[src/rtl/gshare_pattern_table.sv]
// Gshare pattern history table: 16 two-bit saturating counters indexed by
// pc XOR global history, with lookup and misprediction statistics.
module gshare_pattern_table #(
  parameter int PC_LSB = 2
) (
  input  logic        clk,
  input  logic        reset,
  input  logic [3:0]  ghr_value,
  input  logic        lookup_F,
  input  logic [31:0] pc_F,
  output logic        predict_taken_F,
  output logic [3:0]  pred_index_F,
  input  logic        update_E,
  input  logic [3:0]  index_E,
  input  logic        taken_E,
  input  logic        predicted_E,
  output logic        mispredict_E,
  output logic [15:0] lookup_count,
  output logic [15:0] mispredict_count
);

  localparam logic [1:0] WEAK_NT  = 2'b01;
  localparam logic [1:0] STRONG_T = 2'b11;
  localparam logic [1:0] STRONG_NT = 2'b00;
  localparam logic [15:0] COUNT_MAX = 16'hFFFF;

  logic [1:0]  counter_q [16];
  logic [15:0] lookup_count_q;
  logic [15:0] mispredict_count_q;

  // Only four pc bits feed the index; fold the rest so they are visibly consumed.
  logic unused_pc_bits;
  assign unused_pc_bits = ^(pc_F & ~(32'hF << PC_LSB));

  // The table is read asynchronously, so a same-cycle update is not yet visible.
  assign pred_index_F    = pc_F[PC_LSB+3:PC_LSB] ^ ghr_value;
  assign predict_taken_F = lookup_F & counter_q[pred_index_F][1];
  assign mispredict_E    = update_E & (taken_E ^ predicted_E);

  assign lookup_count     = lookup_count_q;
  assign mispredict_count = mispredict_count_q;

  // NOTE: the counter array is a register file, not a RAM macro, so it can and
  // must be reset -- every entry starts at weak not-taken.
  always_ff @(posedge clk) begin
    if (reset) begin
      for (int i = 0; i < 16; i++) begin
        counter_q[i] <= WEAK_NT;
      end
    end else if (update_E) begin
      if (taken_E && counter_q[index_E] != STRONG_T) begin
        counter_q[index_E] <= counter_q[index_E] + 2'd1;
      end else if (!taken_E && counter_q[index_E] != STRONG_NT) begin
        counter_q[index_E] <= counter_q[index_E] - 2'd1;
      end
    end
  end

  // NOTE: sequential state uses non-blocking assignments so every register
  // samples the pre-edge values, independent of statement order.
  always_ff @(posedge clk) begin
    if (reset) begin
      lookup_count_q     <= '0;
      mispredict_count_q <= '0;
    end else begin
      if (lookup_F && lookup_count_q != COUNT_MAX) begin
        lookup_count_q <= lookup_count_q + 16'd1;
      end
      if (mispredict_E && mispredict_count_q != COUNT_MAX) begin
        mispredict_count_q <= mispredict_count_q + 16'd1;
      end
    end
  end

endmodule

[config.mk]
export PLATFORM = sky130hd
export DESIGN_NAME = gshare_pattern_table
export DESIGN_NICKNAME = d
export VERILOG_FILES = /design/src/rtl/gshare_pattern_table.sv
export SDC_FILE = /design/constraint.sdc
export NUM_CORES = 1
export LEC_CHECK = 0
export CORE_MARGIN = 8
export CORE_UTILIZATION = 56
export CTS_BUF_LIST = sky130_fd_sc_hd__clkbuf_4
export CTS_CLUSTER_SIZE = 10
export DETAILED_ROUTE_END_ITERATION = 10
export GPL_ROUTABILITY_DRIVEN = 0
export PLACE_DENSITY = 0.88
export RECOVER_POWER = 25
export SYNTH_ARGS = -nofsm -noshare
export SYNTH_HDL_FRONTEND = slang
export SYNTH_SLANG_ARGS = --single-unit
[constraint.sdc]
create_clock -name clk -period 6.1 [get_ports clk]
set_clock_uncertainty 0.05 [all_clocks]
set_input_delay 1.525 -clock clk [delete_from_list [all_inputs] [get_ports clk]]
set_output_delay 1.525 -clock clk [all_outputs]
set_load 0.1 [all_outputs]
==> results.py, run 1 <==
metrics = {
    "logic_synthesis": {
        "synth_edf_count": 32,
        "synth_fp_nets": 406,
        "yosys.area.top_type": "edfxtp_1",
        "synth_top_cells_by_count": "nor2_1, dfxtp_1, edfxtp_1, nand2_1, nand4_1",
        "ys_seq_area_share_pct": 43.8,
        "synth-main-ff-cell": "edfxtp_1",
        "synthTopCellsByArea": "edfxtp_1, dfxtp_1, nor2_1",
        "synth_cells": 358,
        "ys_seq_elements": 64,
        "async_reset_ff_share_pct": 0,
        "synth_area_um2": 3650,
        "syn_area_per_cell_um2": 10.2,
        "synth_cell_types": 42,
        "synth.most_common_cell": "nor2_1",
        "yosys_warnings": 0,
        "synth_top_area_share_pct": 26.3,
    },
    "timing": {
        "tns_ns": 0,
        "timing.final.ws_setup_ns": 1.04,
        "hold_viol_final": 0,
        "fmax_mhz": 198,
        "drv_slew": 0,
        "fin_crit_ns": 5.06,
        "rsz0062_at_grt": "false",
        "setup_viol": 0,
        "slew_headroom_pct": 32.4,
        "post-route-period-util_pct": 83.0,
        "fin_hold_ws_ns": 0.482,
        "tightest_slew_ns": 1.01,
    },
    "clock_tree": {
        "cts_tree": "built",
        "cts_setup_buffers": 0,
        "clk_path_buf_depth": 2,
        "cts_root_buf": "clkbuf_4",
        "h-tree-depth": 3,
        "cts_resized": 0,
        "numClockSinks": 64,
        "postCtsHoldBufs": 0,
        "clock_latency_ns": 0.41,
        "cts_buffers": 9,
        "clk_pin_slew_ns": 0.09,
    },
    "setup_path": {
        "crit_type": "in -> out",
        "path_cells": "clkdlybuf4s50_1 -> xor2_2 -> mux4_2 -> mux2i_1 -> o22ai_2 -> buf_4",
        "crit_family": "multiplexers",
        "rrSetupSlack_ns": 3.56,
        "required_ns": 4.53,
        "cpMaxStageDelayCell": "mux4_2",
        "r2r_end": "counter_q[5][1]",
        "start_kind": "input pin",
        "r2r_start": "counter_q[13][0]",
        "worst_setup_path_end_kind": "output port",
        "critPathArrivalTime_ns": 3.48,
        "slowest_delay_ns": 0.57,
        "crit_fanout": 5,
        "r2r_cells": 5,
        "critPathBufInv": 2,
    },
    "status": {
        "status": "completed",
    },
    "route": {
        "drc": 0,
        "first_pass_iters": 5,
        "wirelength_um": 9120,
        "drtIter0Drc": 223,
        "wire_per_inst_um": 18.7,
        "vias": 3048,
        "final_antenna_net_count": 0,
        "drt-vias-per-instance": 6.25,
    },
    "floorplan": {
        "num_rows": 29,
        "core_area_um2": 6350,
        "die_h_um": 96.8,
        "die-area_um2": 9370,
        "initial_core_util_pct": 57.6,
        "die_w_um": 96.8,
        "num_io_pins": 84,
    },
    "global_route": {
        "grt_usage_pct": 19.1,
        "grt_pass1_vias": 3081,
        "grt_max_degree": 51,
        "grt_pass1_wl_um": 14900,
        "antenna_found_initial": 0,
        "overflow": 0,
    },
    "run": {
        "maxCapViolations": 0,
    },
    "cells_and_area": {
        "final_util_pct": 68.1,
        "stdcell_area_um2": 4320,
        "drive_gt1_share_pct": 9.73,
        "final_cell_count_no_fill": 488,
        "fillers": 494,
        "n_antenna_cell": 0,
        "layout.nets": 454,
        "syn_to_final_growth_pct": 18.3,
    },
    "power_and_ir_drop": {
        "p_leak_nw": 1.49,
        "pwr_density_cell_nw_per_um2": 199,
        "finalPower_mw": 0.861,
        "peakVddDrop_v": 0.000122,
    },
    "min_path": {
        "holdPathEnd": "mispredict_count[1]",
        "hp-start": "mispredict_count[1]",
        "min_path_type": "reg -> reg",
        "holdPathStages": 2,
    },
    "placement": {
        "dp_slack_ns": 1.02,
        "hpwl_um": 6640,
        "io_buffer_count": 55,
        "place_area_um2": 4230,
        "dp.cells": 472,
    },
}
[cell families after synthesis]
family                     count (synthesis)  synth area share (%)
AOI/OAI and AO/OA                         34                  7.74
adders and majority gates                  2                 0.685
DFF                                       64                  43.8
buffers and inverters                     24                  2.91
and+or+nand+nor                          178                  24.6
xor gates and xnor gates                  33                  7.91
muxes                                     23                  12.3
[how the worst max path moves through the flow]
stage                     cells past startpoint              end    startpoint
after floorplan                               4  predict_taken_F  ghr_value[1]
after global placement                        6  predict_taken_F  ghr_value[0]
after CTS                                     6  predict_taken_F  ghr_value[0]
after detailed placement                      6  predict_taken_F       pc_F[2]
after global routing                          6  predict_taken_F       pc_F[2]
final                                         6  predict_taken_F  ghr_value[0]
[cell type report]
class | count | area, µm² | share of cell area (%)
clock buffer | 9 | 67.6 | 1.56
clock inverter | 7 | 28.8 | 0.666
inverter | 5 | 18.8 | 0.434
multi-input combinational | 270 | 1970 | 45.5
sequential | 64 | 1600 | 37.0
tap | 77 | 96.3 | 2.23
timing repair buffer | 56 | 543 | 12.6
[worst register-to-register path, cell delays in order (launching register included)]
cell,delay (ns)
edfxtp_1,0.40
mux4_1,0.50
mux2_4,0.33
and2_4,0.19
a21oi_2,0.45
a41o_1,0.33
[placed cells by master, fill, tap and decap left out, types with 2 or more instances in the layout]
cell             instances
o21ai_0                  2
edfxtp_1                32
and4_1                   4
clkinv_2                 2
mux4_2                   9
xor2_2                   2
mux4_1                   6
nand3_1                 13
nand4_1                 21
xnor2_1                 16
inv_1                    5
nor4b_1                  4
clkinv_1                 3
nand2b_1                 5
inv_2                    2
ha_1                     2
clkbuf_4                 9
dfxtp_1                 32
a21o_1                   4
mux2i_1                  6
nor2b_1                  6
nor2_1                  56
a41o_1                  13
clkdlybuf4s50_1         36
nor4_1                   5
nor3_1                  17
and2_1                   4
nor3b_1                  2
a21oi_2                  2
dlygate4sd3_1           13
and3_1                   7
buf_4                    7
xor2_1                  15
nand2_1                 31
a211oi_1                 4
a21oi_1                  2
mux2_4                   2
[metal layers]
layer	GRT usage [%]	routed length (µm)	vias up
met5	0	0	-
met4	6.39	165	0
met3	7.04	848	21
met2	29.8	4280	161
met1	23.6	3830	1433
li1	-	-	1433
[where the power goes]
group	leakage (nW)	switching, mW	internal, mW
logic	0.890	0.115	0.0542
registers	0.537	0.00634	0.459
clock network	0.0624	0.151	0.0763
[state kept, by name, indices dropped and copies added, names as in the netlist]
name / cells
counter_q: 32
mispredict_count: 16
lookup_count: 16
(Power assumes the default switching activity.)
==> run 2, diff against run 1 <==
--- a/config.mk
+++ b/config.mk
@@ -6,12 +6,12 @@
 export NUM_CORES = 1
 export LEC_CHECK = 0
 export CORE_MARGIN = 8
-export CORE_UTILIZATION = 56
+export CORE_UTILIZATION = 52
 export CTS_BUF_LIST = sky130_fd_sc_hd__clkbuf_4
 export CTS_CLUSTER_SIZE = 10
 export DETAILED_ROUTE_END_ITERATION = 10
 export GPL_ROUTABILITY_DRIVEN = 0
-export PLACE_DENSITY = 0.88
+export PLACE_DENSITY = 0.82
 export RECOVER_POWER = 25
 export SYNTH_ARGS = -nofsm -noshare
 export SYNTH_HDL_FRONTEND = slang
==> constraint.sdc (replaced) <==
create_clock -name clk -period 5.2 [get_ports clk]
set_clock_uncertainty 0.05 [all_clocks]
set_input_delay 1.3 -clock clk [delete_from_list [all_inputs] [get_ports clk]]
set_output_delay 1.3 -clock clk [all_outputs]
set_load 0.1 [all_outputs]
==> run 2 against run 1 <==
Compared with the run above:
- combinational power increased by 21%
- critical path depth unchanged
- power increased by 26%
- first-iteration DRC count increased by 19%
- final cell count increased by 4.5%
- largest power group unchanged
- sequential power increased by 17%
- register-to-register slack got worse by 0.87 ns
- routed wire length decreased by 2.3%
- die area increased by 6.4%
- flip-flop and latch count unchanged
- design area increased by 2.6%
- sequential share of layout area decreased by 0.94 points
==> results.py, run 2 (synthesized netlist as in run 1, its figures left out) <==
metrics = {
    "status": {
        "status": "completed",
    },
    "timing": {
        "setup_viol": 0,
        "tightest_slew_ns": 0.998,
        "post-route-period-util_pct": 87.7,
        "slew_headroom_pct": 33.3,
        "rsz0062_at_grt": "false",
        "hold_viol_final": 0,
        "fin_crit_ns": 4.56,
        "drv_slew": 0,
        "timing.final.ws_setup_ns": 0.641,
        "tns_ns": 0,
        "fmax_mhz": 219,
    },
    "power_and_ir_drop": {
        "finalPower_mw": 1.09,
        "clkPwrFrac_pct": 30.9,
        "internal_power_mw": 0.756,
        "peakVddDrop_v": 0.000152,
        "p_leak_nw": 1.52,
        "p_comb_share_pct": 18.9,
        "total_switching_power_mw": 0.331,
        "pwr_density_cell_nw_per_um2": 245,
        "p_seq_share_pct": 50.3,
        "swShare_pct": 30.4,
    },
    "setup_path": {
        "cp.depth": 6,
        "slowest_delay_ns": 0.56,
        "critPathBufInv": 2,
        "crit_type": "in -> out",
        "path_cells": "clkdlybuf4s50_1 -> xor2_2 -> mux4_2 -> mux2i_1 -> o22ai_2 -> buf_12",
        "cpMaxStageDelayCell": "mux4_2",
        "r2r_cells": 5,
        "worst_setup_path_end_kind": "output port",
        "critPathArrivalTime_ns": 3.21,
        "required_ns": 3.85,
        "crit_fanout": 5,
        "crit_family": "multiplexers",
        "crit_path_start": "pc_F[2]",
        "r2r_start": "counter_q[7][0]",
        "rrSetupSlack_ns": 2.69,
        "start_kind": "input pin",
    },
    "cells_and_area": {
        "final_cell_mix": "nor2_1, clkdlybuf4s50_1, edfxtp_1, dfxtp_1, nand2_1",
        "drive_gt1_share_pct": 11.6,
        "n_antenna_cell": 0,
        "layout.nets": 457,
        "fillers": 543,
        "final_util_pct": 65.3,
        "largest_reg_flops": 32,
        "syn_to_final_growth_pct": 21.4,
        "final_common_cell": "nor2_1",
        "top_register": "counter_q",
    },
    "route": {
        "vias": 2991,
        "drt-vias-per-instance": 5.86,
        "wire_per_inst_um": 17.5,
        "drtIter0Drc": 266,
        "drc": 0,
        "first_pass_iters": 5,
        "final_antenna_net_count": 0,
        "wirelength_um": 8910,
    },
    "clock_tree": {
        "cts_setup_buffers": 0,
        "numClockSinks": 64,
        "cts_resized": 0,
        "postCtsHoldBufs": 0,
        "clock_latency_ns": 0.42,
        "cts_buffers": 9,
        "cts_root_buf": "clkbuf_4",
        "clk_path_buf_depth": 2,
        "clk_pin_slew_ns": 0.11,
        "cts_tree": "built",
        "h-tree-depth": 3,
    },
    "global_route": {
        "grt_pass1_vias": 2931,
        "antenna_found_initial": 0,
        "overflow": 0,
        "grt_usage_pct": 18.2,
        "grt_pass1_wl_um": 14400,
        "grt_max_degree": 50,
    },
    "floorplan": {
        "die-area_um2": 9970,
        "initial_core_util_pct": 53.8,
        "core_area_um2": 6790,
        "die_w_um": 99.8,
        "die_h_um": 99.8,
        "num_io_pins": 84,
        "num_rows": 30,
    },
    "min_path": {
        "min_path_type": "reg -> reg",
        "holdPathStages": 2,
        "hp-start": "mispredict_count[1]",
    },
    "placement": {
        "dp_slack_ns": 0.595,
        "hpwl_um": 6510,
        "io_buffer_count": 55,
    },
    "run": {
        "maxCapViolations": 0,
    },
}
## run 2: changes by cell type in the layout (fill, tap and decap cells not counted), sizes merged
| cell | change |
|---|---|
| clkbuf | +1 |
| inv | -2 |
| bufinv | +1 |
| clkinvlp | +2 |
| buf | +3 |
| clkinv | -2 |
## run 2: through the flow
stage          area [µm²]  cells  hold slack, ns
2_1_floorplan        3690    358           0.752
3_3_place_gp         4300    494           0.457
3_5_place_dp         4300    494           0.479
4_1_cts              4440    510           0.496
5_1_grt              4440    510           0.533
6_report             4440    510           0.491
## run 2: worst register-to-register path: stages (launching register included)
cell and delay [ns]:
edfxtp_1 0.41, mux4_1 0.52, mux2_4 0.34, and2_4 0.19, a21oi_2 0.41, a41o_1 0.31
## run 2: worst paths after layout
path                              end
setup / recovery      predict_taken_F
hold / removal    mispredict_count[1]
setup reg to reg      counter_q[6][1]
hold reg to reg   mispredict_count[1]
## run 2: layout make-up
cell class	instances	area (µm²)	area share (%)
Tap cell	96	120	2.71
Inverter	5	18.8	0.423
Clock buffer	10	75.1	1.69
Sequential cell	64	1600	36.1
Multi-Input combinational cell	270	1980	44.7
Clock inverter	6	60.1	1.35
Timing Repair Buffer	59	578	13.0
## run 2: per-layer routing
metal / vias up / wire length, µm / global-route usage (%)
li1: 1437 / - / -
met1: 1412 / 3780 / 22.0
met2: 129 / 4310 / 29.6
met3: 13 / 694 / 5.05
met4: 0 / 123 / 7.68
met5: - / 0 / 0
## run 2: power groups by stage
stage / Combinational (mW) / Sequential, mW / Clock (mW)
final: 0.205 / 0.546 / 0.335
after global routing: 0.216 / 0.547 / 0.359
after global placement: 0.199 / 0.557 / 0
after detailed placement: 0.204 / 0.558 / 0
after CTS: 0.205 / 0.546 / 0.336
after floorplan: 0.130 / 0.576 / 0
